**src/rtl/screen_seq_pkg.sv**
```systemverilog
// Shared encodings for the screen sequencer: top-level screens, pet
// expressions, pixel source indices and menu entries.
package screen_seq_pkg;

  typedef enum logic [2:0] {
    TOP_EXPRESSION = 3'd0,
    TOP_MENU       = 3'd1,
    TOP_SETTING    = 3'd2,
    TOP_GAME       = 3'd3,
    TOP_POTATO     = 3'd4,
    TOP_FINISH     = 3'd5
  } top_state_t;

  // Expression codes double as their pixel source index.
  typedef enum logic [2:0] {
    EXPR_IDLE    = 3'd0,
    EXPR_HAPPY   = 3'd1,
    EXPR_SATISFY = 3'd2,
    EXPR_SLEEP   = 3'd3,
    EXPR_EXPECT  = 3'd4
  } express_t;

  localparam int SRC_IDLE    = 0;
  localparam int SRC_HAPPY   = 1;
  localparam int SRC_SATISFY = 2;
  localparam int SRC_SLEEP   = 3;
  localparam int SRC_EXPECT  = 4;
  localparam int SRC_MENU    = 5;
  localparam int SRC_SETTING = 6;
  localparam int SRC_POTATO  = 7;

  localparam logic [1:0] MODE_GAME    = 2'd0;
  localparam logic [1:0] MODE_POTATO  = 2'd1;
  localparam logic [1:0] MODE_SETTING = 2'd2;

  // Counter width that never collapses to zero bits.
  function automatic int clog2_min1(input int n);
    return (n > 1) ? $clog2(n) : 1;
  endfunction

endpackage

```
**src/rtl/screen_sequencer_if.sv**
```systemverilog
// Pixel bus between the image sources / LCD scanner and the sequencer.
// master: source side (drives pixels and frame timing); slave: sequencer.
interface screen_sequencer_if #(
  parameter int PIX_W = 16,
  parameter int N_SRC = 8,
  parameter int SEL_W = 3
);
  logic [N_SRC*PIX_W-1:0] src_data;
  logic                   frame_start;
  logic [PIX_W-1:0]       pix_out;
  logic [SEL_W:0]         shown_src;

  modport master (output src_data, frame_start, input pix_out, shown_src);
  modport slave  (input src_data, frame_start, output pix_out, shown_src);
endinterface

```
**src/rtl/screen_sequencer_tick_timeout_counter.sv**
```systemverilog
// Counts tick enables while en is high and saturates at LIMIT; done is
// high once the count has reached LIMIT. clr wins over a same-cycle tick.
module tick_timeout_counter #(
  parameter int LIMIT = 10,
  parameter int W     = 4
) (
  input  logic clk,
  input  logic rst,
  input  logic tick,
  input  logic en,
  input  logic clr,
  output logic done
);
  logic [W-1:0] cnt_reg;

  assign done = (cnt_reg == W'(LIMIT));

  // Saturating tick counter with synchronous clear.
  always_ff @(posedge clk) begin
    if (rst || clr) begin
      cnt_reg <= '0;
    end else if (en && tick && !done) begin
      cnt_reg <= cnt_reg + W'(1);
    end
  end
endmodule

```
**src/rtl/screen_sequencer.sv**
```systemverilog
// Screen sequencer: top screen FSM, pet expression FSM, menu cursor and a
// registered pixel mux onto the LCD bus.
// Optional macro SCREEN_TEARFREE_EN: the displayed source only switches on
// frame_start, so the LCD never shows a partly switched frame.
module screen_sequencer
  import screen_seq_pkg::*;
#(
  parameter int PIX_W        = 16,
  parameter int N_SRC        = 8,
  parameter int SEL_W        = 3,
  parameter int TICK_DIV     = 50000000,
  parameter int EXPR_TIMEOUT = 10,
  parameter int MENU_TIMEOUT = 10,
  parameter int N_MODES      = 3,
  parameter logic [PIX_W-1:0] GAME_COLOR = PIX_W'(16'h5555)
) (
  input  logic clk,
  input  logic rst,
  input  logic go,
  input  logic awaking,
  input  logic touched,
  input  logic expecting,
  input  logic petting,
  input  logic pressed,
  input  logic left,
  input  logic right,
  input  logic finish,
  screen_sequencer_if.slave pix,
  output logic [2:0] top_state,
  output logic [2:0] express,
  output logic [1:0] mode,
  output logic start_potato,
  output logic start_setting,
  output logic start_gaming
);
  localparam int TICK_W = clog2_min1(TICK_DIV);
  localparam int EW     = clog2_min1(EXPR_TIMEOUT + 1);
  localparam int MW     = clog2_min1(MENU_TIMEOUT + 1);

  logic [TICK_W-1:0] tick_cnt_reg;
  logic              tick;
  top_state_t        top_reg, top_next;
  express_t          expr_reg, expr_next;
  logic [1:0]        mode_reg, mode_next;
  logic              consumed, press_eff;
  logic              expr_en, expr_clr, expr_to;
  logic              menu_en, menu_clr, menu_to;
  logic [SEL_W:0]    src_req;
  logic [SEL_W:0]    shown_src_reg;
  logic [PIX_W-1:0]  pix_out_reg;
  logic [PIX_W-1:0]  src_arr [N_SRC];

  assign tick = (tick_cnt_reg == TICK_W'(TICK_DIV - 1));

  // Free-running timebase; tick marks each wrap.
  always_ff @(posedge clk) begin
    if (rst || tick) tick_cnt_reg <= '0;
    else             tick_cnt_reg <= tick_cnt_reg + TICK_W'(1);
  end

  // Top screen next state; a pressed that moves the screen is consumed.
  always_comb begin
    top_next = top_reg;
    consumed = 1'b0;
    case (top_reg)
      TOP_EXPRESSION: if (pressed) begin top_next = TOP_MENU; consumed = 1'b1; end
      TOP_MENU: begin
        if (menu_to) begin
          top_next = TOP_EXPRESSION;
        end else if (pressed) begin
          consumed = 1'b1;
          case (mode_reg)
            MODE_GAME:    top_next = TOP_GAME;
            MODE_POTATO:  top_next = TOP_POTATO;
            MODE_SETTING: top_next = TOP_SETTING;
            default:      consumed = 1'b0;
          endcase
        end
      end
      TOP_SETTING, TOP_GAME: if (pressed) begin top_next = TOP_MENU; consumed = 1'b1; end
      TOP_POTATO:     if (finish)  top_next = TOP_FINISH;
      TOP_FINISH:     if (menu_to) top_next = TOP_MENU;
      default:        top_next = TOP_EXPRESSION;
    endcase
  end

  // Expression next state; frozen outside EXPRESSION and on a consumed press.
  always_comb begin
    expr_next = expr_reg;
    press_eff = pressed && !consumed;
    if (top_reg == TOP_EXPRESSION && !consumed) begin
      case (expr_reg)
        EXPR_IDLE: begin
          if (expr_to)               expr_next = EXPR_SLEEP;
          else if (expecting)        expr_next = EXPR_EXPECT;
          else if (touched || go)    expr_next = EXPR_HAPPY;
        end
        EXPR_HAPPY:   if (go || !touched) expr_next = EXPR_IDLE;
        EXPR_SATISFY: if (!petting)       expr_next = EXPR_EXPECT;
        EXPR_SLEEP:   if (awaking)        expr_next = EXPR_IDLE;
        EXPR_EXPECT: begin
          if (!expecting || press_eff) expr_next = EXPR_IDLE;
          else if (petting)            expr_next = EXPR_SATISFY;
        end
        default: expr_next = EXPR_IDLE;
      endcase
    end
  end

  // Menu cursor with wrap; opposing buttons cancel.
  always_comb begin
    mode_next = mode_reg;
    if (top_reg == TOP_MENU && (left ^ right)) begin
      if (right) mode_next = (mode_reg == 2'(N_MODES - 1)) ? 2'd0 : mode_reg + 2'd1;
      else       mode_next = (mode_reg == 2'd0) ? 2'(N_MODES - 1) : mode_reg - 2'd1;
    end
  end

  assign expr_en  = (top_reg == TOP_EXPRESSION) && (expr_reg == EXPR_IDLE);
  assign expr_clr = !expr_en;
  assign menu_en  = (top_reg == TOP_MENU) || (top_reg == TOP_FINISH);
  assign menu_clr = (top_next != top_reg) ||
                    ((top_reg == TOP_MENU) && (left || right || pressed));

  tick_timeout_counter #(.LIMIT(EXPR_TIMEOUT), .W(EW)) u_expr_timer (
    .clk(clk), .rst(rst), .tick(tick), .en(expr_en), .clr(expr_clr), .done(expr_to)
  );

  tick_timeout_counter #(.LIMIT(MENU_TIMEOUT), .W(MW)) u_menu_timer (
    .clk(clk), .rst(rst), .tick(tick), .en(menu_en), .clr(menu_clr), .done(menu_to)
  );

  // State, expression and cursor registers.
  always_ff @(posedge clk) begin
    if (rst) begin
      top_reg  <= TOP_EXPRESSION;
      expr_reg <= EXPR_IDLE;
      mode_reg <= 2'd0;
    end else begin
      top_reg  <= top_next;
      expr_reg <= expr_next;
      mode_reg <= mode_next;
    end
  end

  // Source wanted by the current screen; N_SRC selects the game fill.
  always_comb begin
    src_req = '0;
    case (top_reg)
      TOP_EXPRESSION: src_req = (SEL_W+1)'(expr_reg);
      TOP_MENU:       src_req = (SEL_W+1)'(SRC_MENU);
      TOP_SETTING:    src_req = (SEL_W+1)'(SRC_SETTING);
      TOP_POTATO:     src_req = (SEL_W+1)'(SRC_POTATO);
      TOP_FINISH:     src_req = (SEL_W+1)'(SRC_HAPPY);
      TOP_GAME:       src_req = (SEL_W+1)'(N_SRC);
      default:        src_req = '0;
    endcase
  end

  for (genvar gi = 0; gi < N_SRC; gi++) begin : g_src
    assign src_arr[gi] = pix.src_data[gi*PIX_W +: PIX_W];
  end

  // Displayed source latch and registered pixel mux.
  always_ff @(posedge clk) begin
    if (rst) begin
      shown_src_reg <= '0;
      pix_out_reg   <= '0;
    end else begin
`ifdef SCREEN_TEARFREE_EN
      if (pix.frame_start) shown_src_reg <= src_req;
`else
      shown_src_reg <= src_req;
`endif
      pix_out_reg <= (shown_src_reg == (SEL_W+1)'(N_SRC)) ? GAME_COLOR
                                                          : src_arr[shown_src_reg[SEL_W-1:0]];
    end
  end

  assign pix.pix_out    = pix_out_reg;
  assign pix.shown_src  = shown_src_reg;
  assign top_state      = top_reg;
  assign express        = expr_reg;
  assign mode           = mode_reg;
  assign start_potato   = (top_reg == TOP_POTATO);
  assign start_setting  = (top_reg == TOP_SETTING);
  assign start_gaming   = (top_reg == TOP_GAME);
endmodule
```
**src/flat_wrapper.sv**
```systemverilog
// flat-port wrapper written by rule: the top's interface ports become plain ports
module screen_sequencer_flat import screen_seq_pkg::*;
#(
  parameter int PIX_W        = 16,
  parameter int N_SRC        = 8,
  parameter int SEL_W        = 3,
  parameter int TICK_DIV     = 50000000,
  parameter int EXPR_TIMEOUT = 10,
  parameter int MENU_TIMEOUT = 10,
  parameter int N_MODES      = 3,
  parameter logic [PIX_W-1:0] GAME_COLOR = PIX_W'(16'h5555)
)
  (clk, rst, go, awaking, touched, expecting, petting, pressed, left, right, finish, top_state, express, mode, start_potato, start_setting, start_gaming, pix_src_data, pix_frame_start, pix_pix_out, pix_shown_src);
  screen_sequencer_if #(.PIX_W(PIX_W), .N_SRC(N_SRC), .SEL_W(SEL_W)) pix_i ();
  input  logic clk;
  input  logic rst;
  input  logic go;
  input  logic awaking;
  input  logic touched;
  input  logic expecting;
  input  logic petting;
  input  logic pressed;
  input  logic left;
  input  logic right;
  input  logic finish;
  output logic [2:0] top_state;
  output logic [2:0] express;
  output logic [1:0] mode;
  output logic start_potato;
  output logic start_setting;
  output logic start_gaming;
  input wire logic [$bits(pix_i.src_data)-1:0] pix_src_data;
  input wire logic [$bits(pix_i.frame_start)-1:0] pix_frame_start;
  output wire logic [$bits(pix_i.pix_out)-1:0] pix_pix_out;
  output wire logic [$bits(pix_i.shown_src)-1:0] pix_shown_src;
  assign pix_i.src_data = pix_src_data;
  assign pix_i.frame_start = pix_frame_start;
  assign pix_pix_out = pix_i.pix_out;
  assign pix_shown_src = pix_i.shown_src;
  screen_sequencer #(.PIX_W(PIX_W), .N_SRC(N_SRC), .SEL_W(SEL_W), .TICK_DIV(TICK_DIV), .EXPR_TIMEOUT(EXPR_TIMEOUT), .MENU_TIMEOUT(MENU_TIMEOUT), .N_MODES(N_MODES), .GAME_COLOR(GAME_COLOR)) u_core (.clk(clk), .rst(rst), .go(go), .awaking(awaking), .touched(touched), .expecting(expecting), .petting(petting), .pressed(pressed), .left(left), .right(right), .finish(finish), .pix(pix_i), .top_state(top_state), .express(express), .mode(mode), .start_potato(start_potato), .start_setting(start_setting), .start_gaming(start_gaming));
endmodule
```
**config.mk**
```make
export PLATFORM = sky130hd
export DESIGN_NAME = screen_sequencer_flat
export DESIGN_NICKNAME = d
export VERILOG_FILES = /design/src/rtl/screen_seq_pkg.sv /design/src/rtl/screen_sequencer_if.sv /design/src/rtl/screen_sequencer_tick_timeout_counter.sv /design/src/rtl/screen_sequencer.sv /design/src/flat_wrapper.sv
export SDC_FILE = /design/constraint.sdc
export NUM_CORES = 1
export LEC_CHECK = 0
export ABC_AREA = 1
export CAP_MARGIN = 20
export CORE_UTILIZATION = 48
export DETAILED_ROUTE_END_ITERATION = 7
export PLACE_DENSITY = 0.95
export SLEW_MARGIN = 20
export SYNTH_ARGS = -nofsm -noshare
export SYNTH_HDL_FRONTEND = slang
export SYNTH_HIERARCHICAL = 1
export SYNTH_SLANG_ARGS = --single-unit
```
**constraint.sdc**
```tcl
create_clock -name clk -period 3.65 [get_ports clk]
set_input_delay 0.73 -clock clk [delete_from_list [all_inputs] [get_ports clk]]
set_output_delay 0.73 -clock clk [all_outputs]
set_load 0.02 [all_outputs]
```
# ---- After elaboration in Yosys (flattened, before gate mapping)
# Cells that the tools add are included.
# Widths: inputs -> output; s select.
dict set report word_totals {
  register_bits 62
  latchBits 0
  ram_bits 0
  mem_bits_ro 0
  output_inout_bits 31
  elab_cells 99
  memories 0
}
dict set report classes {
  addsub 5
  multipliers 0
  div 0
  magnitude_cmp 1
  eq_ne 21
  shifts 0
  mux 29
  n_bitwise 2
  n_reduce_logical 32
}
# cell n
set ops {}
lappend ops {{$bmux 16 s3} 1}
lappend ops {{$mux 3} 13}
lappend ops {{$mux 16} 2}
lappend ops {{$add 26x1->26 const B} 1}
lappend ops {{$eq 26x26->1 const B} 1}
lappend ops {{$pmux 4 s6} 1}
lappend ops {{$mux 15} 1}
lappend ops {{$pmux 3 s5} 1}
lappend ops {{$eq 3x2->1 const B} 4}
lappend ops {{$eq 4x4->1 const B} 3}
lappend ops {{$pmux 3 s4} 1}
lappend ops {{$logic_or 1x1->1} 10}
lappend ops {{$eq 3x3->1 const B} 3}
lappend ops {{$logic_and 1x1->1} 9}
lappend ops {{$pmux 3 s3} 1}
lappend ops {{$add 4x1->4 const B} 2}
lappend ops {{$eq 3x1->1 const B} 2}
lappend ops {{$logic_not 1->1} 6}
lappend ops {{$logic_not 3->1} 2}
lappend ops {{$mux 2} 3}
lappend ops {{$reduce_and 6->1} 1}
lappend ops {{$reduce_or 3->1} 2}
lappend ops {{$ge 4x4->1 const B} 1}
lappend ops {{$mux 1} 4}
lappend ops {{other kinds (14)} 15}

# ---- Depth between registers and ports, before layout
dict set report depth {
  word_depth 11
  mapped_depth 13
  mapped_depth_nobuf 13
}

# ---- Cells and area by module
# Netlist, hierarchy kept.
# mod instances cells_per_inst area_each_um2 seq_area_each_um2
set by_module_without_submodules {}
lappend by_module_without_submodules {screen_sequencer 1 609 3756.1 1081.0}
lappend by_module_without_submodules {tick_timeout_counter 2 35 262.8 80.1}

# ---- Worst setup path after synthesis
# Ideal clock, no wire load.
dict set report synth_timing {
  kind {reg2reg}
  start {reg u_core.top_reg[2], in the netlist u_core/top_state[2]}
  end {reg u_core.u_menu_timer.cnt_reg[2]}
  setup_ns 0.070
  arrival_time_ns 1.669
  slack_ns 1.911
  path_stages_with_launch 12
  cell_sequence {dfxtp_1 -> nand2_1 -> inv_1 -> nand2_1 -> nor3b_1 -> nand2_1 -> inv_1 -> nand2_1 -> nand3_1 -> nor2_8 -> nand2_1 -> a21oi_1}
}
# element line_no
set synth_lines {}
lappend synth_lines {{from (decl)} screen_sequencer.sv:42} ;# top_state_t top_reg, top_next;
lappend synth_lines {{from (signal assigned)} screen_sequencer.sv:140} ;# top_reg <= top_next;
lappend synth_lines {{$eq 3x3->1} -}
lappend synth_lines {{named net start_potato} flat_wrapper.sv:29} ;# output logic start_potato;
lappend synth_lines {{$pmux 3 s4} screen_sequencer.sv:65} ;# case (top_reg)
lappend synth_lines {{$ne 3x3->1} screen_sequencer.sv:122} ;# assign menu_clr = (top_next != top_reg) ||
lappend synth_lines {{$logic_or 1x1->1} screen_sequencer.sv:122}
lappend synth_lines {{named net u_core.menu_clr} screen_sequencer.sv:47} ;# logic menu_en, menu_clr, menu_to;
lappend synth_lines {{$logic_or 1x1->1} screen_sequencer_tick_timeout_counter.sv:20} ;# if (rst || clr) begin
lappend synth_lines {{to (signal assigned)} screen_sequencer_tick_timeout_counter.sv:23} ;# cnt_reg <= cnt_reg + W'(1);
lappend synth_lines {{to (decl)} screen_sequencer_tick_timeout_counter.sv:14} ;# logic [W-1:0] cnt_reg;
# The timed path passes the listed nets, and every way through them passes these cells.
# A chain may end at the register's enable or synchronous reset.

# ---- Worst setup path in the final report
dict set report layout_timing {
  start {reg u_core.top_reg[0], in the netlist u_core/top_state[0]}
  end {out start_gaming}
}
dict set report layout_via {
  elab_chain_cells 1
}
# element line_no
set layout_rtl {}
lappend layout_rtl {{$eq 3x2->1} screen_sequencer.sv:187} ;# assign start_gaming = (top_reg == TOP_GAME);
lappend layout_rtl {{to (decl)} flat_wrapper.sv:31} ;# output logic start_gaming;
# Every way passes these cells.

==> flow_summary.rst <==
.. list-table::
   :header-rows: 1

   * - Metric
     - Value
   * - Minimum setup slack in the final design
     - 1.023 ns
   * - Number of buffers on the longest clock path
     - 2
   * - CTS root buf
     - clkbuf_8
   * - Clock buffers created by TritonCTS
     - 9
   * - Yosys reg bits
     - 62
   * - Starting DRC count in detailed routing
     - 389
   * - Placed Instance Area
     - between 0.005 and 0.006 mm2
   * - Slew Limit Fails
     - 0
   * - Total of buffers placed on input and output ports
     - 169
   * - Final-report setup violation count
     - 0
   * - Max FFs per register
     - 26
   * - Wire length reported by the detailed router
     - between 10000 and 15000 um
   * - Area grow syn2layout
     - 44.94%
   * - Antenna cells
     - 0
   * - Number of filler cells placed in the layout
     - 703
   * - Average cell area after synthesis
     - roughly 6.3 um2
   * - Cell leakage power
     - 2.411 nW
   * - Number of levels in the clock H-tree
     - 3
   * - Number of iterations in the first detailed-routing pass
     - 5
   * - Share of synthesized flip-flops with an asynchronous set or reset
     - 0
   * - Post-route cell area
     - between 0.006 and 0.007 mm2
   * - Number of top-level pins
     - 171
   * - Achievable frequency
     - 0.3806 GHz
   * - Global-route wire length before repair
     - 22710 um
   * - Number of antenna violations at the first check in global routing
     - 0
   * - CP required
     - 2.92 ns
   * - Final count of hold timing violations
     - 0
   * - Core Box Area
     - 0.008678 mm2
   * - Initial core utilization
     - 0.4934
   * - Post-detailed-route via-to-cell ratio
     - between 5 and 6
   * - Setup slack after placement
     - 1.179 ns
   * - Class of the most critical hold timing path
     - register to register
   * - Count of instances resized after the clock tree is built
     - 0
   * - Number of clock sinks
     - 62
   * - Setup repair after global routing missed its margin
     - false
   * - Synth Cell Area
     - 0.004282 mm2
   * - Arr. time, crit path
     - 1.90 ns
   * - Outcome
     - completed
   * - Period Utilization, post-route
     - 0.7198
   * - Routed wire length per instance
     - 14.93 um
   * - Shortest clock period the worst path allows after layout
     - 2.627 ns
   * - Number of maximum-capacitance constraint violations
     - 0
   * - Fraction of layout instances using a drive strength above 1
     - 0.07509
   * - Number of global-route vias before repair
     - between 5000 and 6000
   * - Final cell count without fillers
     - 947
   * - Number of core rows
     - 34
   * - Cell count after synthesis
     - around 680
   * - TNS Setup
     - 0 ns
   * - Number of warnings reported in the yosys synthesis log
     - 6
   * - Die Span Y
     - 96.45 um
   * - Post-CTS Setup Repair Bufs
     - 0
   * - Post-detailed-route count of antenna-violating nets
     - 0
   * - CTS tree
     - built
   * - Sequential fraction of the synthesis area
     - 0.2899
   * - Most used cells in the layout excluding fill and tap cells
     - clkdlybuf4s50_1 (169), nor2_1 (132), nand2_1 (126)
   * - Power density normalized to cell area
     - 345.0 mW/mm2
   * - Tot Pwr
     - ~2.1 mW
   * - Via count
     - 5155
   * - DPL Wire Length
     - around 10000 um
   * - Net count reported at finish
     - 987
   * - Area of the multi-input gates
     - 0.002638 mm2
   * - Slew at the pin closest to its max-slew limit
     - ~1 ns
   * - RePlAce Congestion
     - ~0.93
   * - Largest net degree at the start of global routing
     - 66
   * - Clock transition at the registers of the reported paths
     - 0.07 ns
   * - Most common library cell in the layout ignoring fill and taps
     - clkdlybuf4s50_1
   * - Maximum fanout along the worst path
     - 8
   * - Clock latency of the later-clocked register in the worst-skew pair
     - 0.34 ns
   * - Peak supply drop
     - 0.1855 mV
   * - Category of the worst setup path capture point
     - output pin
   * - Storage cell area
     - 0.001242 mm2
   * - Element type at the critical path start
     - register
   * - Type of the setup path with the least slack
     - register to output pin
   * - Area of the die
     - 0.009302 mm2
   * - Headroom to the max-slew limit
     - 0.3351
   * - Synth Flop Type
     - dfxtp_1
   * - Largest clock skew in the final design
     - roughly 0.0066 ns
   * - Total overflow reported by the global router
     - 0
   * - Overall track demand over capacity in global routing
     - 0.3177
   * - Hold bufs inserted after CTS
     - 0
   * - Width of the chip
     - 96.45 um
   * - Number of remaining DRC errors
     - 0
   * - Placed instance count
     - 932
   * - Number of synthesized flops with an enable pin
     - 0
   * - Syn nets
     - 831
   * - Number of different library cells in the post-synthesis netlist
     - 35
[cell families after synthesis]
group / share of synthesized area
fa+ha+maj: 0.03507
buf+inv: 0.09410
simple gates: 0.3799
xor+xnor: 0.01637
flops: 0.2899
compound gates: 0.1847
[cell type report]
class | count | share of cell area
clock buffers | 11 | 0.02440
clock inverters | 4 | 0.01129
inverters | 68 | 0.04113
multi-input cells | 522 | 0.4250
flip-flops and latches | 62 | 0.2002
well taps | 108 | 0.02177
repair buffers | 172 | 0.2762
[cells in the mapped netlist, drive strengths merged (13+ instances only)]
master  instances  area (um2)
o22ai          15       93.84
o21ai          78       390.4
clkbuf         13       48.80
a31oi          15       93.84
buf            14       98.84
nand2         132       515.5
nor2          146       635.6
inv            68       255.2
nand4          13       93.84
nand3          37       210.2
dfxtp          62        1241
a21oi          35       175.2
nor3           16       95.09
[routing by layer]
metal	track usage	wire, um	vias to the layer above
met4	0.1385	476	0
met2	0.5499	6832	233
met5	0	0	-
li1	-	-	2550
met1	0.3641	5638	2324
met3	0.08842	1193	48
[critical path, stage by stage, from the launching register on]
cell,delay [ns]
dfxtp_1,0.52
inv_1,0.14
nor2_1,0.12
nand2_1,0.10
inv_1,0.08
clkdlybuf4s50_1,0.60
[power breakdown]
part	internal, mW	switching (mW)	total [mW]
combinational	0.331	0.369	0.701
clock	0.416	0.260	0.676
sequential	0.724	0.0396	0.764
[path summary, 6_finish.rpt]
check,startpoint,endpoint,slack (ns),cells past startpoint
max,u_core/top_state[0]$_SDFF_PP0_,start_gaming,1.02,5
min,u_core/tick_cnt_reg[22]$_SDFF_PP0_,u_core/tick_cnt_reg[22]$_SDFF_PP0_,0.49,2
max reg2reg,u_core/pix.shown_src[1]$_SDFF_PP0_,u_core/pix.pix_out[15]$_SDFF_PP0_,1.42,6
min reg2reg,u_core/tick_cnt_reg[22]$_SDFF_PP0_,u_core/tick_cnt_reg[22]$_SDFF_PP0_,0.49,2
[metrics by stage]
step	hold WS, ns	util
6_report	0.4898	0.7151
5_1_grt	0.5175	0.7151
4_1_cts	0.4791	0.7151
3_5_place_dp	0.4477	0.6896
3_3_place_gp	0.4293	0.6896
2_1_floorplan	0.4175	-
No activity file was read; power rests on OpenSTA's default activity.
